File: config.mk
export PLATFORM = sky130hd
export DESIGN_NAME = int_controller
export DESIGN_NICKNAME = d
export VERILOG_FILES = /design/src/rtl/int_controller.sv
export SDC_FILE = /design/constraint.sdc
export NUM_CORES = 1
export LEC_CHECK = 0
export CAP_MARGIN = 20
export CELL_PAD_IN_SITES_DETAIL_PLACEMENT = 0
export CELL_PAD_IN_SITES_GLOBAL_PLACEMENT = 1
export CORE_UTILIZATION = 39
export DETAILED_ROUTE_END_ITERATION = 7
export PLACE_DENSITY_LB_ADDON = 0.1
export SLEW_MARGIN = 20
export SYNTH_ARGS = -nofsm -noshare
export SYNTH_HDL_FRONTEND = slang
export SYNTH_SLANG_ARGS = --single-unit
File: constraint.sdc
create_clock -name inti_clk -period 4.2 [get_ports inti_clk]
set_input_delay 0.84 -clock inti_clk [delete_from_list [all_inputs] [get_ports inti_clk]]
set_output_delay 0.84 -clock inti_clk [all_outputs]
set_load 0.01 [all_outputs]
File: src/rtl/int_controller.sv
// Interrupt controller: synchronizes and edge-detects four external lines, arbitrates them
// against INT instructions, and runs the REQ/SVC/RET handshake with the scheduler.
module int_controller (
    input  logic        inti_clk,
    input  logic        inti_rst,
    input  logic [3:0]  inti_irq,
    input  logic        inti_soft_int,
    input  logic [3:0]  inti_soft_id,
    input  logic        inti_eret,
    input  logic [15:0] inti_pc,
    input  logic        inti_mask_we,
    input  logic [3:0]  inti_mask_data,
    input  logic        inti_ack,
    output logic        into_int,
    output logic [3:0]  into_int_id,
    output logic [15:0] into_epc,
    output logic        into_busy,
    output logic [3:0]  into_pending
);

    typedef enum logic [1:0] {IDLE, REQ, SVC, RET} state_t;

    state_t      state, state_next;
    logic [3:0]  irq_p0, irq_p1, irq_p2;
    logic [1:0]  fill;
    logic [3:0]  armed;
    logic [3:0]  pending, mask;
    logic [3:0]  edge_det, active, clr;
    logic [3:0]  req_id, load_id;
    logic [15:0] req_epc;
    logic        req_hw, load_hw, load;

    function automatic logic [1:0] lowest_idx(input logic [3:0] v);
        logic [1:0] idx;
        idx = 2'd3;
        for (int i = 3; i >= 0; i--)
            if (v[i]) idx = 2'(i);
        return idx;
    endfunction

    // Stage p0/p1: two-flop synchronizer; p2 delays p1 for edge detection.
    // A line only arms once it has been seen low after the synchronizer has refilled,
    // so a line already high at reset release never produces a request.
    always_ff @(posedge inti_clk or posedge inti_rst) begin
        if (inti_rst) begin
            irq_p0 <= '0;
            irq_p1 <= '0;
            irq_p2 <= '0;
            fill   <= '0;
            armed  <= '0;
        end else begin
            irq_p0 <= inti_irq;
            irq_p1 <= irq_p0;
            irq_p2 <= irq_p1;
            fill   <= {fill[0], 1'b1};
            armed  <= armed | ({4{fill[1]}} & ~irq_p1);
        end
    end

    assign edge_det = irq_p1 & ~irq_p2 & armed;
    assign active   = pending & mask;

    // Pending/mask stage: set wins over the service clear in the same cycle.
    always_ff @(posedge inti_clk or posedge inti_rst) begin
        if (inti_rst) begin
            pending <= '0;
            mask    <= 4'b1111;
        end else begin
            pending <= (pending & ~clr) | edge_det;
            if (inti_mask_we)
                mask <= inti_mask_data;
        end
    end

    always_ff @(posedge inti_clk or posedge inti_rst) begin
        if (inti_rst) begin
            state   <= IDLE;
            req_id  <= '0;
            req_epc <= '0;
            req_hw  <= 1'b0;
        end else begin
            state <= state_next;
            if (load) begin
                req_id  <= load_id;
                req_epc <= inti_pc;
                req_hw  <= load_hw;
            end
        end
    end

    always_comb begin
        state_next  = state;
        load        = 1'b0;
        load_id     = req_id;
        load_hw     = 1'b0;
        clr         = '0;
        into_int    = 1'b0;
        into_busy   = 1'b1;
        into_int_id = req_id;
        case (state)
            IDLE: begin
                into_busy = 1'b0;
                if (inti_soft_int && !inti_soft_id[3]) begin
                    state_next = REQ;
                    load       = 1'b1;
                    load_id    = inti_soft_id;
                end else if (|active) begin
                    state_next = REQ;
                    load       = 1'b1;
                    load_id    = {2'b10, lowest_idx(active)};
                    load_hw    = 1'b1;
                end
            end
            REQ: begin
                into_int = 1'b1;
                if (inti_ack) begin
                    state_next = SVC;
                    if (req_hw)
                        clr = 4'b0001 << req_id[1:0];
                end
            end
            SVC: begin
                if (inti_eret)
                    state_next = RET;
            end
            RET: begin
                into_int    = 1'b1;
                into_int_id = 4'b1111;
                if (inti_ack)
                    state_next = IDLE;
            end
            default: state_next = IDLE;
        endcase
    end

    assign into_epc     = req_epc;
    assign into_pending = pending;

endmodule

Yosys cells after proc, flatten, opt, wreduce, memory -nomap -nowiden:

Index checks and enable logic that the tools add are counted.

* register bits: 49

* equal/unequal tests: 7
* shift operators: 1
* muxes and demuxes: 22
* bitwise gates (word level): 10
* reduce and logical (&&, ||, !) cells: 8

Operators with widths (count)
* 4-bit two-way mux: 6
* 4-bit AND: 5
* 2-bit two-way mux: 7
* 4-bit NOT: 3
* 1-bit two-way mux: 8
* 4-bit bitwise OR: 2
* 2-bit one-hot mux with 4 select lines: 1
* 2-bit != test, second input constant: 3
* 2-bit equality test, second input constant: 2
* 4-bit AND reduction: 1
* 4-bit OR reduction: 1
* 1-bit by 2-bit << shifter with 4-bit output, first input constant: 1
* 3-bit != test, second input constant: 1
* 3-bit AND reduction: 1
* 2-bit by 1-bit equality test with 1-bit output, second input constant: 1
* 2-bit zero test: 1
* 2-bit nonzero test: 1
* 2-bit OR reduction: 1
* 1-bit logical AND: 1
* 1-bit zero test: 1

Logic depth before layout (Yosys ltp):

* depth in word-level cells: 7
* depth in mapped cells: 6

Worst setup path after synthesis:

No wires, ideal clock.

* path type: input to register
* start: input port inti_soft_int
* end: register req_epc[0], in the netlist into_epc[0]
* setup time: 0.125 ns
* arrival: 1.864 ns
* required time: 4.075 ns
* slack: 2.211 ns
* stages on the path: 4
* path buffers: 1
* cell sequence: nor2b_1 -> o31ai_4 -> buf_8 -> mux2_4

* cells in the longest elaborated chain, start to end: 3

Ends and longest elaborated chain
* start, declared: RTL line 7 `input logic inti_soft_int,`
* 1-bit logical AND: RTL line 103 `if (inti_soft_int && !inti_soft_id[3]) begin`
* 1-bit two-way mux: RTL line 103
* 1-bit two-way mux: RTL line 100 `case (state)`
* end signal, assigned: RTL line 85 `req_epc <= inti_pc;`
* end, declared: RTL line 30 `logic [15:0] req_epc;`

No other way between the ends.
A chain may end at the register's enable or synchronous reset.

Final worst setup path:

* start: register state[1]
* end: output port into_busy

* cells in the longest elaborated chain, start to end: 2

Ends and longest elaborated chain
* start, declared: RTL line 23 `state_t state, state_next;`
* start signal, assigned: RTL line 82 `state <= state_next;`
* 2-bit zero test: RTL line 100
* 1-bit two-way mux: RTL line 100
* end, declared: RTL line 17 `output logic into_busy,`

No other way between the ends.

==> summary.txt <==
Status
  • Status: complete, no violations

Setup path
  • Required @ worst endpoint: 3.36 ns
  • Startpoint types: register
  • Critical Path AT: 1.89 ns
  • Worst reg-to-reg setup slack: 2.04 ns
  • Max FO, Critical Path: 11
  • Worst stage delay on the critical path: 0.50 ns
  • Worst path cell trace: inv_1, ha_1, inv_1, clkdlybuf4s50_1
  • Crit Path Class: register to output port
  • Critical Path End Type: output port
  • Critical path's most frequent cell: inv_1
  • FF-to-FF path depth: 3
  • Crit-path slowest cell: clkdlybuf4s50_1

Clock network
  • Root Driver: clkbuf_8
  • Hold_buf cts: 0
  • Cts repair resizes: 0
  • Clock Latency Late Sink: 0.30 ns
  • Clk sinks: 49
  • H-tree depth: 2
  • Postcts setup bufs: 0
  • CTS tree: yes
  • Reg clk slew, reported paths: 0.10 ns
  • Clock buffer depth: 2
  • Num CTS Buffers: 5

Synthesis
  • Synth top area share: 57.1%
  • Number of synthesized flops with an enable pin: 0
  • Leading area contributor after synthesis: dfrtp_1
  • Ys Warns: 0
  • Syn_area_per_cell: 13.9 um2
  • Synth Cell Area: 0.00197 mm2
  • Sequential fraction of the synthesis area: 62.4%
  • Ys async rst share: 100%
  • Top cells by area, synth: dfrtp_1, mux2_2, mux2_4, dfstp_2, ha_1
  • Syn Nets: 180
  • Main synth FF type: dfrtp_1
  • Yosys cell types: 32
  • Seq cells post-synth: 49
  • Post-Synthesis Cells: 142

Timing
  • Setup TNS Final: 0 ns
  • Worst hold slack: 0.355 ns
  • Max Slew Vio Count: 0
  • RSZ-0062 raised after global routing: no
  • Fin crit period: 2.73 ns
  • Final setup violation count: 0
  • Slew @ Worst Pin: 1.03 ns
  • Setup ws final: 1.47 ns
  • Fmax: 366 MHz
  • Relative slew margins: 31.1%
  • Final hold vios: 0
  • Clock Skew: 0.00548 ns
  • Tcrit/Tclk final: 65.1%

Finish
  • Multi-input logic area: 674 um2
  • Share of cells above drive strength 1: 21.7%
  • Nets: 244
  • FF/Latch Area: 0.00123 mm2
  • Fillcell total: 395
  • Most frequent cells in the layout: clkdlybuf4s50_1, dfrtp_1, mux2_2, inv_1
  • Number of diodes: 0
  • Area Overhead vs Synth: 39.0%
  • Most common cell after layout, fill and taps aside: clkdlybuf4s50_1

Hold path
  • Hold crit path type: register to register
  • WHS Path Cells: 0

Pwr
  • Pwr dens: 656 mW/mm2
  • Leakage: 1.18 nW
  • Total power: 1.80 mW
  • Maximum VDD drop: 0.000330 V

Floorplanning
  • Core ar.: 0.00479 mm2
  • Site Rows: 25
  • Top Ports: 60
  • Initial Util: 41.2%
  • Die Y: 73.1 um
  • Die Wd: 73.1 um
  • Area of the die: 0.00535 mm2

Placed design
  • IO buf count: 59
  • Final HPWL DP: 2.77 mm
  • RePlAce Congestion: 0.768
  • DP Worst Slack: 1.28 ns

Drt
  • Top Metal Used: met4
  • Wl on met1: 1.59 mm
  • WL final: 3.74 mm
  • # DRC: 0
  • Met2 wire length: 1.96 mm
  • Vias: 1,294
  • Detail Route met3 WL: 151 um
  • Post-route ant nets: 0
  • DR vias/cell: 4.72
  • Wire per inst: 13.6 um
  • DRT Pass-1 Iters: 4
  • Number of DRC markers in iteration 0: 82

Global routing
  • Vias in the first global route: 1,356
  • Largest net degree at the start of global routing: 50
  • Total congestion overflow: 0
  • GRT Overall Usage: 15.5%
  • First-pass GRT wire length: 6.22 mm
  • Antenna violations before repair: 0

Run
  • Total of max-cap violations: 0
[critical path, delay by kind of cell (launching register included)]
kind | cells | cell delay [ns]
buf+inv | 3 | 0.75
flops | 1 | 0.43
fa+ha+maj | 1 | 0.41
[where the power goes]
part / switching [mW] / internal [mW] / leakage (nW) / total [mW]
clock network: 0.169 / 0.125 / 0.0506 / 0.294
logic: 0.314 / 0.482 / 0.582 / 0.796
registers: 0.0981 / 0.612 / 0.545 / 0.711
[logic make-up after synthesis]
family                   after synthesis  share of synthesized area, %
adder cells (fa/ha/maj)                4                          2.54
AND/OR/NAND/NOR                       25                          7.04
AO/OA/AOI/OAI                         28                          11.5
buffers and inverters                 15                          3.42
multiplexers                          20                          12.9
flip-flops                            49                          62.4
other                                  1                         0.190
[sequential cells by signal (all words and copies together), names as in the netlist]
name and flops:
req_id 4, fill 2, mask 4, state 2
req_hw 1, irq_p2 4, into_pending 4, into_epc 16
armed 4, irq_p1 4, irq_p0 4
[path summary, 6_finish.rpt]
kind                                  from      endpoint
max                               state[1]     into_busy
min                              irq_p0[2]     irq_p1[2]
max reg2reg                into_pending[2]  into_epc[13]
min reg2reg                      irq_p0[2]     irq_p1[2]
max in group asynchronous         inti_rst       mask[3]
min in group asynchronous         inti_rst       fill[0]
[routing by layer]
layer | global-route usage [%] | vias up
li1 | - | 619
met1 | 18.6 | 642
met2 | 26.5 | 29
met3 | 4.42 | 4
met4 | 5.23 | 0
met5 | 0 | -
[layout make-up]
cell class              instances  area share, %
flip-flops and latches         49           44.9
multi-input cells              78           24.6
repair buffers                 60           22.3
well taps                      67           3.06
clock buffers                   5           2.51
inverters                      12           1.64
clock inverters                 3           1.05
[cells in the mapped netlist (2+ instances only)]
cell	count
a21oi_1	2
dfrtp_1	45
o31ai_1	2
mux2_2	12
a22o_4	2
nor4_1	2
or2_2	6
nand2b_1	2
nand2_1	7
clkbuf_1	2
inv_1	12
mux2_4	8
a21o_1	5
a22oi_1	3
o21ai_0	8
dfstp_2	4
ha_1	4
nand3_1	2
[stage by stage]
stage	std cells	utilization [%]	area, um2
floorplan	142	-	1970
global placement	265	54.8	2630
detailed placement	265	54.8	2630
CTS	273	56.9	2720
global route	274	57.3	2740
finish	274	57.3	2740
(Power assumes the default switching activity.)
